### src/rtl/axi_wr_arbiter_if.sv
// Requester-side and AXI4 write-master signal bundle for axi_wr_arbiter.
// master = arbiter view, slave = requesters plus AXI slave (bench) view.
interface axi_wr_arbiter_if;
    logic [1:0]  REQ_VALID;
    logic [1:0]  REQ_READY;
    logic [63:0] REQ_ADDR;
    logic [15:0] REQ_LEN;
    logic [63:0] REQ_WDATA;
    logic [1:0]  REQ_WVALID;
    logic [1:0]  REQ_WREADY;
    logic [1:0]  DONE_VALID;
    logic [3:0]  DONE_RESP;

    logic [31:0] M_AXI_AWADDR;
    logic [3:0]  M_AXI_AWID;
    logic [7:0]  M_AXI_AWLEN;
    logic [2:0]  M_AXI_AWSIZE;
    logic [1:0]  M_AXI_AWBURST;
    logic        M_AXI_AWVALID;
    logic        M_AXI_AWREADY;

    logic [31:0] M_AXI_WDATA;
    logic [3:0]  M_AXI_WSTRB;
    logic        M_AXI_WLAST;
    logic        M_AXI_WVALID;
    logic        M_AXI_WREADY;

    logic [3:0]  M_AXI_BID;
    logic [1:0]  M_AXI_BRESP;
    logic        M_AXI_BVALID;
    logic        M_AXI_BREADY;

    modport master (
        input  REQ_VALID, REQ_ADDR, REQ_LEN, REQ_WDATA, REQ_WVALID,
        output REQ_READY, REQ_WREADY, DONE_VALID, DONE_RESP,
        output M_AXI_AWADDR, M_AXI_AWID, M_AXI_AWLEN, M_AXI_AWSIZE,
        output M_AXI_AWBURST, M_AXI_AWVALID,
        input  M_AXI_AWREADY,
        output M_AXI_WDATA, M_AXI_WSTRB, M_AXI_WLAST, M_AXI_WVALID,
        input  M_AXI_WREADY,
        input  M_AXI_BID, M_AXI_BRESP, M_AXI_BVALID,
        output M_AXI_BREADY
    );

    modport slave (
        output REQ_VALID, REQ_ADDR, REQ_LEN, REQ_WDATA, REQ_WVALID,
        input  REQ_READY, REQ_WREADY, DONE_VALID, DONE_RESP,
        input  M_AXI_AWADDR, M_AXI_AWID, M_AXI_AWLEN, M_AXI_AWSIZE,
        input  M_AXI_AWBURST, M_AXI_AWVALID,
        output M_AXI_AWREADY,
        input  M_AXI_WDATA, M_AXI_WSTRB, M_AXI_WLAST, M_AXI_WVALID,
        output M_AXI_WREADY,
        output M_AXI_BID, M_AXI_BRESP, M_AXI_BVALID,
        input  M_AXI_BREADY
    );
endinterface

### src/rtl/axi_wr_arbiter.sv
// Two-requester AXI4 write arbiter: round-robin grant, one AW/W burst at a time,
// B responses routed back by BID[0] while an outstanding count throttles grants.
module axi_wr_arbiter #(
    parameter int unsigned MAX_OUTSTANDING = 2,
    parameter logic [2:0]  AXI_SIZE        = 3'b010
) (
    input logic              ACLK,
    input logic              ARESETn,
    axi_wr_arbiter_if.master bus
);
    typedef enum logic {IDLE, BURST} state_e;

    localparam logic [2:0] MAX_OS = 3'(MAX_OUTSTANDING);

    state_e      state_q, state_d;
    logic        init_q, init_d;
    logic        prio_q, prio_d;
    logic        gnt_q, gnt_d;
    logic [31:0] awaddr_q, awaddr_d;
    logic [7:0]  awlen_q, awlen_d;
    logic        awvalid_q, awvalid_d;
    logic        aw_done_q, aw_done_d;
    logic        w_done_q, w_done_d;
    logic [7:0]  beat_q, beat_d;
    logic [2:0]  os_q, os_d;
    logic [1:0]  done_valid_q, done_valid_d;
    logic [3:0]  done_resp_q, done_resp_d;

    logic grant, gsel, aw_hs, w_hs, b_hs, w_open, wlast, wvalid;
    logic unused_bid;

    assign unused_bid = ^bus.M_AXI_BID[3:1];

    // init_q holds off the first grant until one edge after reset release
    assign grant = (state_q == IDLE) && init_q && (os_q < MAX_OS)
                   && (|bus.REQ_VALID);
    assign gsel  = (&bus.REQ_VALID) ? prio_q : bus.REQ_VALID[1];

    assign w_open = (state_q == BURST) && !w_done_q;
    assign wvalid = w_open && bus.REQ_WVALID[gnt_q];
    assign wlast  = w_open && (beat_q == awlen_q);
    assign aw_hs  = awvalid_q && bus.M_AXI_AWREADY;
    assign w_hs   = wvalid && bus.M_AXI_WREADY;
    assign b_hs   = bus.M_AXI_BVALID;

    assign bus.REQ_READY  = grant ? (2'b01 << gsel) : 2'b00;
    assign bus.REQ_WREADY = w_open ? ({1'b0, bus.M_AXI_WREADY} << gnt_q)
                                   : 2'b00;
    assign bus.DONE_VALID = done_valid_q;
    assign bus.DONE_RESP  = done_resp_q;

    assign bus.M_AXI_AWADDR  = awaddr_q;
    assign bus.M_AXI_AWID    = {3'b000, gnt_q};
    assign bus.M_AXI_AWLEN   = awlen_q;
    assign bus.M_AXI_AWSIZE  = AXI_SIZE;
    assign bus.M_AXI_AWBURST = 2'b01;
    assign bus.M_AXI_AWVALID = awvalid_q;
    assign bus.M_AXI_WDATA   = gnt_q ? bus.REQ_WDATA[63:32]
                                     : bus.REQ_WDATA[31:0];
    assign bus.M_AXI_WSTRB   = 4'hF;
    assign bus.M_AXI_WLAST   = wlast;
    assign bus.M_AXI_WVALID  = wvalid;
    assign bus.M_AXI_BREADY  = 1'b1;

    always_comb begin
        state_d   = state_q;
        init_d    = 1'b1;
        prio_d    = prio_q;
        gnt_d     = gnt_q;
        awaddr_d  = awaddr_q;
        awlen_d   = awlen_q;
        awvalid_d = awvalid_q;
        aw_done_d = aw_done_q;
        w_done_d  = w_done_q;
        beat_d    = beat_q;
        unique case (state_q)
            IDLE: begin
                if (grant) begin
                    state_d   = BURST;
                    gnt_d     = gsel;
                    prio_d    = ~gsel;
                    awaddr_d  = gsel ? bus.REQ_ADDR[63:32]
                                     : bus.REQ_ADDR[31:0];
                    awlen_d   = gsel ? bus.REQ_LEN[15:8]
                                     : bus.REQ_LEN[7:0];
                    awvalid_d = 1'b1;
                    aw_done_d = 1'b0;
                    w_done_d  = 1'b0;
                    beat_d    = 8'd0;
                end
            end
            BURST: begin
                if (aw_hs) begin
                    awvalid_d = 1'b0;
                    aw_done_d = 1'b1;
                end
                if (w_hs) begin
                    beat_d = beat_q + 8'd1;
                    if (wlast) w_done_d = 1'b1;
                end
                // AW and last W may complete in either order or together
                if ((aw_done_q || aw_hs) && (w_done_q || (w_hs && wlast)))
                    state_d = IDLE;
            end
            default: state_d = IDLE;
        endcase
    end

    always_comb begin
        os_d = os_q;
        unique case ({aw_hs, b_hs})
            2'b10:   os_d = os_q + 3'd1;
            2'b01:   os_d = (os_q != 3'd0) ? os_q - 3'd1 : os_q;
            default: os_d = os_q;
        endcase
        done_valid_d = b_hs ? (2'b01 << bus.M_AXI_BID[0]) : 2'b00;
        done_resp_d  = done_resp_q;
        if (b_hs) begin
            if (bus.M_AXI_BID[0]) done_resp_d[3:2] = bus.M_AXI_BRESP;
            else                  done_resp_d[1:0] = bus.M_AXI_BRESP;
        end
    end

    always_ff @(posedge ACLK or negedge ARESETn) begin
        if (!ARESETn) begin
            state_q      <= IDLE;
            init_q       <= 1'b0;
            prio_q       <= 1'b0;
            gnt_q        <= 1'b0;
            awaddr_q     <= 32'd0;
            awlen_q      <= 8'd0;
            awvalid_q    <= 1'b0;
            aw_done_q    <= 1'b0;
            w_done_q     <= 1'b0;
            beat_q       <= 8'd0;
            os_q         <= 3'd0;
            done_valid_q <= 2'b00;
            done_resp_q  <= 4'd0;
        end else begin
            state_q      <= state_d;
            init_q       <= init_d;
            prio_q       <= prio_d;
            gnt_q        <= gnt_d;
            awaddr_q     <= awaddr_d;
            awlen_q      <= awlen_d;
            awvalid_q    <= awvalid_d;
            aw_done_q    <= aw_done_d;
            w_done_q     <= w_done_d;
            beat_q       <= beat_d;
            os_q         <= os_d;
            done_valid_q <= done_valid_d;
            done_resp_q  <= done_resp_d;
        end
    end
endmodule

### src/flat_wrapper.sv
// flat-port wrapper written by rule: the top's interface ports become plain ports
module axi_wr_arbiter_flat 
#(
    parameter int unsigned MAX_OUTSTANDING = 2,
    parameter logic [2:0]  AXI_SIZE        = 3'b010
)
  (ACLK, ARESETn, bus_REQ_VALID, bus_REQ_ADDR, bus_REQ_LEN, bus_REQ_WDATA, bus_REQ_WVALID, bus_REQ_READY, bus_REQ_WREADY, bus_DONE_VALID, bus_DONE_RESP, bus_M_AXI_AWADDR, bus_M_AXI_AWID, bus_M_AXI_AWLEN, bus_M_AXI_AWSIZE, bus_M_AXI_AWBURST, bus_M_AXI_AWVALID, bus_M_AXI_AWREADY, bus_M_AXI_WDATA, bus_M_AXI_WSTRB, bus_M_AXI_WLAST, bus_M_AXI_WVALID, bus_M_AXI_WREADY, bus_M_AXI_BID, bus_M_AXI_BRESP, bus_M_AXI_BVALID, bus_M_AXI_BREADY);
  axi_wr_arbiter_if bus_i ();
  input logic ACLK;
  input logic ARESETn;
  input wire logic [$bits(bus_i.REQ_VALID)-1:0] bus_REQ_VALID;
  input wire logic [$bits(bus_i.REQ_ADDR)-1:0] bus_REQ_ADDR;
  input wire logic [$bits(bus_i.REQ_LEN)-1:0] bus_REQ_LEN;
  input wire logic [$bits(bus_i.REQ_WDATA)-1:0] bus_REQ_WDATA;
  input wire logic [$bits(bus_i.REQ_WVALID)-1:0] bus_REQ_WVALID;
  output wire logic [$bits(bus_i.REQ_READY)-1:0] bus_REQ_READY;
  output wire logic [$bits(bus_i.REQ_WREADY)-1:0] bus_REQ_WREADY;
  output wire logic [$bits(bus_i.DONE_VALID)-1:0] bus_DONE_VALID;
  output wire logic [$bits(bus_i.DONE_RESP)-1:0] bus_DONE_RESP;
  output wire logic [$bits(bus_i.M_AXI_AWADDR)-1:0] bus_M_AXI_AWADDR;
  output wire logic [$bits(bus_i.M_AXI_AWID)-1:0] bus_M_AXI_AWID;
  output wire logic [$bits(bus_i.M_AXI_AWLEN)-1:0] bus_M_AXI_AWLEN;
  output wire logic [$bits(bus_i.M_AXI_AWSIZE)-1:0] bus_M_AXI_AWSIZE;
  output wire logic [$bits(bus_i.M_AXI_AWBURST)-1:0] bus_M_AXI_AWBURST;
  output wire logic [$bits(bus_i.M_AXI_AWVALID)-1:0] bus_M_AXI_AWVALID;
  input wire logic [$bits(bus_i.M_AXI_AWREADY)-1:0] bus_M_AXI_AWREADY;
  output wire logic [$bits(bus_i.M_AXI_WDATA)-1:0] bus_M_AXI_WDATA;
  output wire logic [$bits(bus_i.M_AXI_WSTRB)-1:0] bus_M_AXI_WSTRB;
  output wire logic [$bits(bus_i.M_AXI_WLAST)-1:0] bus_M_AXI_WLAST;
  output wire logic [$bits(bus_i.M_AXI_WVALID)-1:0] bus_M_AXI_WVALID;
  input wire logic [$bits(bus_i.M_AXI_WREADY)-1:0] bus_M_AXI_WREADY;
  input wire logic [$bits(bus_i.M_AXI_BID)-1:0] bus_M_AXI_BID;
  input wire logic [$bits(bus_i.M_AXI_BRESP)-1:0] bus_M_AXI_BRESP;
  input wire logic [$bits(bus_i.M_AXI_BVALID)-1:0] bus_M_AXI_BVALID;
  output wire logic [$bits(bus_i.M_AXI_BREADY)-1:0] bus_M_AXI_BREADY;
  assign bus_i.REQ_VALID = bus_REQ_VALID;
  assign bus_i.REQ_ADDR = bus_REQ_ADDR;
  assign bus_i.REQ_LEN = bus_REQ_LEN;
  assign bus_i.REQ_WDATA = bus_REQ_WDATA;
  assign bus_i.REQ_WVALID = bus_REQ_WVALID;
  assign bus_REQ_READY = bus_i.REQ_READY;
  assign bus_REQ_WREADY = bus_i.REQ_WREADY;
  assign bus_DONE_VALID = bus_i.DONE_VALID;
  assign bus_DONE_RESP = bus_i.DONE_RESP;
  assign bus_M_AXI_AWADDR = bus_i.M_AXI_AWADDR;
  assign bus_M_AXI_AWID = bus_i.M_AXI_AWID;
  assign bus_M_AXI_AWLEN = bus_i.M_AXI_AWLEN;
  assign bus_M_AXI_AWSIZE = bus_i.M_AXI_AWSIZE;
  assign bus_M_AXI_AWBURST = bus_i.M_AXI_AWBURST;
  assign bus_M_AXI_AWVALID = bus_i.M_AXI_AWVALID;
  assign bus_i.M_AXI_AWREADY = bus_M_AXI_AWREADY;
  assign bus_M_AXI_WDATA = bus_i.M_AXI_WDATA;
  assign bus_M_AXI_WSTRB = bus_i.M_AXI_WSTRB;
  assign bus_M_AXI_WLAST = bus_i.M_AXI_WLAST;
  assign bus_M_AXI_WVALID = bus_i.M_AXI_WVALID;
  assign bus_i.M_AXI_WREADY = bus_M_AXI_WREADY;
  assign bus_i.M_AXI_BID = bus_M_AXI_BID;
  assign bus_i.M_AXI_BRESP = bus_M_AXI_BRESP;
  assign bus_i.M_AXI_BVALID = bus_M_AXI_BVALID;
  assign bus_M_AXI_BREADY = bus_i.M_AXI_BREADY;
  axi_wr_arbiter #(.MAX_OUTSTANDING(MAX_OUTSTANDING), .AXI_SIZE(AXI_SIZE)) u_core (.ACLK(ACLK), .ARESETn(ARESETn), .bus(bus_i));
endmodule
### config.mk
export PLATFORM = sky130hd
export DESIGN_NAME = axi_wr_arbiter_flat
export DESIGN_NICKNAME = d
export VERILOG_FILES = /design/src/rtl/axi_wr_arbiter_if.sv /design/src/rtl/axi_wr_arbiter.sv /design/src/flat_wrapper.sv
export SDC_FILE = /design/constraint.sdc
export NUM_CORES = 1
export LEC_CHECK = 0
export ABC_AREA = 0
export CORE_AREA = 2 2 104 106
export DETAILED_ROUTE_END_ITERATION = 8
export DIE_AREA = 0 0 106 108
export PLACE_DENSITY = 0.79
export RECOVER_POWER = 100
export SLEW_MARGIN = 20
export SYNTH_ARGS = -nofsm -noshare
export SYNTH_HDL_FRONTEND = slang
export SYNTH_SLANG_ARGS = --single-unit
export TNS_END_PERCENT = 1
### constraint.sdc
create_clock -name ACLK -period 2.5 [get_ports ACLK]
set_input_delay 0.375 -clock ACLK [delete_from_list [all_inputs] [get_ports ACLK]]
set_output_delay 0.375 -clock ACLK [all_outputs]
set_load 0.05 [all_outputs]
Word-level counts from Yosys, hierarchy flattened --
Cells that the tools add are included.
Storage, ports and cells: logic and storage cells 83, output and inout bits 99, register bits after elaboration 64
Operators by class: magnitude comparators 2, bitwise gates (word level) 3, multiplexer cells 26, shift-type cells 3, eq/ne operators 8, add/subtract/negate cells 3, reduce and logical (&&, ||, !) cells 24
Operators with widths (count):
- 2-to-1 mux 32 bit | 2
- 2-to-1 mux 8 bit | 3
- case mux 8 bit (2 select lines) | 1
- AND reduction 2 bit | 7
- 2-to-1 mux 1 bit | 11
- logical AND 1 bit | 10
- adder 8 x 1 -> 8 bit, second input constant | 1
- equality test 8 bit | 1
- case mux 1 bit (2 select lines) | 4
- 2-to-1 mux 2 bit | 3
- inequality test 2 bit, second input constant | 3
- case mux 3 bit (2 select lines) | 1
- inequality test 2 x 1 -> 1 bit, second input constant | 2
- left shift 1 x 1 -> 2 bit, first input constant | 2
- adder 3 x 1 -> 3 bit, second input constant | 1
- < comparator 3 x 2 -> 1 bit, second input constant | 1
- 2-to-1 mux 3 bit | 1
- inverter 1 bit | 3
- AND reduction 3 bit | 1
- nonzero test 3 bit | 1
- subtractor 3 x 1 -> 3 bit, second input constant | 1
- equality test 2 x 1 -> 1 bit, second input constant | 1
- equality test 2 bit, second input constant | 1
- logical OR 1 bit | 2
- other kinds (5) | 5

Logic depth before layout (Yosys ltp) --
depth in word-level cells 9, depth in mapped cells 6, gate-level depth less buffers 6

Least setup slack after synthesis --
OpenSTA, ideal clock, no wires.
path kind register to output, start point reg u_core.awlen_q[1] (netlist: u_core.bus.M_AXI_AWLEN[1]), end point out bus_M_AXI_WLAST, stages on the path, launching flop included 4, arrival 2.263 ns, slack -0.138 ns, buffers on the path 0, cell sequence dfrtp_1 -> xor2_1 -> nor4_1 -> nor3b_1
Between the ends: word-level cells in the longest chain between the ends 2
Ends and longest elaborated chain:
- from (decl) | RTL line axi_wr_arbiter.sv:20 | logic [7:0] awlen_q, awlen_d;
- from (signal assigned) | RTL line axi_wr_arbiter.sv:145 | awlen_q <= awlen_d;
- equality test 8 bit | RTL line axi_wr_arbiter.sv:41 | assign wlast = w_open && (beat_q == awlen_q);
- logical AND 1 bit | RTL line axi_wr_arbiter.sv:41
- to (decl) | RTL line flat_wrapper.sv:29 | output wire logic [$bits(bus_i.M_AXI_WLAST)-1:0] bus_M_AXI_WLAST;
Every way passes these cells.

Final worst setup path --
start point reg u_core.os_q[2], end point out bus_REQ_READY[0]
Between the ends: word-level cells in the longest chain between the ends 4
Ends and longest elaborated chain:
- from (decl) | RTL line axi_wr_arbiter.sv:25 | logic [2:0] os_q, os_d;
- from (signal assigned) | RTL line axi_wr_arbiter.sv:150 | os_q <= os_d;
- < comparator 3 x 2 -> 1 bit | RTL line axi_wr_arbiter.sv:35 | assign grant = (state_q == IDLE) && init_q && (os_q < MAX_OS)
- logical AND 1 bit | RTL line axi_wr_arbiter.sv:35
- logical AND 1 bit | RTL line axi_wr_arbiter.sv:36 | && (|bus.REQ_VALID);
- 2-to-1 mux 2 bit | RTL line axi_wr_arbiter.sv:46 | assign bus.REQ_READY = grant ? (2'b01 << gsel) : 2'b00;
- to (decl) | RTL line flat_wrapper.sv:16 | output wire logic [$bits(bus_i.REQ_READY)-1:0] bus_REQ_READY;
Every way passes these cells.

==> flow_summary.yaml <==
outcome:
  failed_checks: "capacitance limit, slew limit"
  status: "finished with violations"
route:
  dr.pass1.iters: 8
  vias: 3492
  vias_per_cell: 5.05
  wl_per_cell_microns: 17.7
  dr.first_iter.drc_count: 324
  wl_microns: 12200
  antenna_left: 0
  remaining_drc_errors: 0
grt:
  grt_util_all_layers_pct: 20.9
  antenna_found_initial: 1
  overflow: 0
  grt_pass1_vias: 3684
  grt_max_degree: 43
  grt_pass1_wl_microns: 18400
critical_path:
  end_kind: "output port"
  cp-startpoint: "u_core.os_q[2]"
  reg2reg_from: "u_core.os_q[2]"
  crit_path_cell_trace: "nor4b_4 -> and3_1 -> buf_12 -> clkbuf_2"
  critPathMaxFanout: 42
  cp.arrival_ps: 1950
  critPathLaunchType: "flop"
  worstSetupPathType: "flop to output port"
  crit_slowest_cell: "dfrtp_1"
  crit_family: "simple AND/OR/NAND/NOR gates"
  critPathMaxStageDelay_ps: 450
  crit_buf_inv: 2
  required_ps: 2120
die:
  core_area_sq_um: 10200
  num_rows: 37
  die_area_sq_um: 11400
  io_pins: 258
  die_w_microns: 106
  dieHeight_microns: 108
  initial_core_util_pct: 33.4
timing:
  slew_headroom_pct: -17.0
  skew_ps: 7.72
  finalCritPeriodShare_pct: 92.8
  worst_slack_ps: 179
  rsz0062_at_grt: "false"
  tightest_slew_ps: 1760
  final-max-slew-violation-count: 31
  hold_viol: 0
  setup_viol: 0
  layout_min_cycle_time_ps: 2320
  max_freq_mhz: 431
  setup_tns_ps: 0
place:
  gp_congestion: 0.802
  post-place-ws_ps: 307
  dpl.hpwl_microns: 9740
  numPortBuffers: 241
synthesis:
  synthCells: 314
  avgSynthCellArea_sq_um: 10.9
  synth_seq_area_share_pct: 46.9
  synth.cell_area_sq_um: 3410
  yosysWarnings: 0
  ys_ff_latch: 64
  synthDistinctLibCells: 40
final_layout:
  final_layout_size_suffix_gt1_share_pct: 11.6
  nFillCells: 843
  mostFrequentLayoutCells: "152 x clkdlybuf4s50_1, 64 x dfrtp_1, 49 x dlygate4sd3_1"
  final_common_cell: "clkdlybuf4s50_1"
  final_nets: 713
  areaGrowthSynthToFinish_pct: 87.7
clock_network:
  cts.sinks: 64
  cts_made_buffers: 9
  cts_root_buf: "clkbuf_8"
  cts_htree_levels: 3
  worstSkewPairLatency_ps: 330
  clk_pin_slew_ps: 60
  cts_hold_buf: 0
  clock_path_buffers: 2
  tritoncts: "built"
power_and_ir_drop:
  p_per_area_nw_per_um2: 1110
  ir_worst_vdd_v: 0.000714
  p_leak_nw: 3.02
flow_run:
  max-cap-violations: 1
worst_hold_path:
  hp-class: "flop to flop"
  min_from: "u_core.bus.M_AXI_AWADDR[26]"
[repair_timing]
item,4_1_cts,5_1_grt
buffers inserted,0,0
resized for setup,1,0
endpoints found under the setup margin,1,0
[Yosys cell counts (all sizes together)]
master,number,area [sq um]
a21o,3,22.5
a21oi,5,25.0
a222oi,40,400
a31o,1,8.76
and2,1,6.26
and3,4,25.0
buf,30,219
clkbuf,5,18.8
conb,2,7.51
dfrtp,64,1600
fa,1,20.0
ha,1,12.5
inv,45,169
mux2,36,405
mux2i,4,43.8
nand2,15,56.3
nand2b,3,18.8
nand3,6,30.0
nand3b,1,7.51
nand4,2,12.5
nor2,11,41.3
nor2b,2,12.5
nor3,3,15.0
nor3b,1,7.51
nor4,3,18.8
nor4b,1,23.8
nor4bb,1,10.0
o2111ai,1,8.76
o211ai,1,7.51
o21a,1,7.51
o21ai,6,33.8
or2,1,6.26
or3,1,6.26
xnor2,8,70.1
xor2,4,35.0
[through the flow]
| step | power, mW | cell area, sq um | hold WS [ps] | utilization [%] | cells |
|---|---|---|---|---|---|
| 4_1_cts | 7.42 | 6470 | 110 | 63.3 | 690 |
| 3_3_place_gp | 6.46 | 6290 | 462 | 61.5 | 677 |
| 2_1_floorplan | 4.55 | 3460 | 79.4 | - | 326 |
| 3_5_place_dp | 6.55 | 6290 | 478 | 61.5 | 677 |
| 5_1_grt | 7.47 | 6410 | 520 | 62.6 | 691 |
| 6_report | 7.11 | 6410 | 485 | 62.6 | 691 |
[where the power goes]
group	total, mW	internal [mW]	switching (mW)
logic	4.53	1.78	2.75
clock network	0.830	0.472	0.358
registers	1.74	1.42	0.319
total	7.11	3.68	3.43
[final cells by class]
| class | count | area [sq um] | area share, % |
|---|---|---|---|
| Clock inverter | 1 | 30.0 | 0.469 |
| Antenna cell | 1 | 2.50 | 0.0391 |
| Clock buffer | 12 | 145 | 2.27 |
| Inverter | 45 | 169 | 2.64 |
| Tap cell | 136 | 170 | 2.66 |
| Timing Repair Buffer | 250 | 2840 | 44.3 |
| Sequential cell | 64 | 1600 | 25.0 |
| Multi-Input combinational cell | 182 | 1450 | 22.6 |
[cell families after synthesis]
logic type	count (synthesis)	synth area share, %
XOR/XNOR	12	3.08
other	2	0.220
multiplexers	40	13.2
flip-flops	64	46.9
adder cells (fa/ha/maj)	2	0.953
AND/OR/NAND/NOR	56	8.72
AO/OA/AOI/OAI	58	15.1
buffers and inverters	80	11.9
[final timing paths]
check                           slack (ps)                     endpoint  depth (start not counted)
worst max-delay path                   180             bus_REQ_READY[0]                          4
worst max register to register         480  u_core.bus.M_AXI_AWADDR[23]                          5
max in group asynchronous              980                u_core.init_q                          1
min in group asynchronous              500  u_core.bus.M_AXI_AWADDR[17]                          1
worst min-delay path                   490  u_core.bus.M_AXI_AWADDR[26]                          2
worst min register to register         490  u_core.bus.M_AXI_AWADDR[26]                          2
[flip-flops by register name (all words and copies together) (netlist names)]
name / count
u_core.bus.M_AXI_AWADDR: 32
u_core.state_q: 1
u_core.beat_q: 8
u_core.bus.DONE_RESP: 4
u_core.aw_done_q: 1
u_core.gnt_q: 1
u_core.bus.M_AXI_AWVALID: 1
u_core.init_q: 1
u_core.w_done_q: 1
u_core.prio_q: 1
u_core.bus.DONE_VALID: 2
u_core.bus.M_AXI_AWLEN: 8
u_core.os_q: 3
[tightest hold or removal path: cells and delay by family, from the launching register on]
kind                   cells  cell delay [ps]
flip-flops                 1              340
AO/OA/AOI/OAI              1               60
buffers and inverters      1               50
[per-layer routing]
layer  share of wire, %  global-route usage [%]
met1                 33                    19.9
met2                 56                    41.2
met3                9.3                    6.39
met4                1.8                    9.12
met5                  0                       0
No activity file was read; power rests on OpenSTA's default activity.
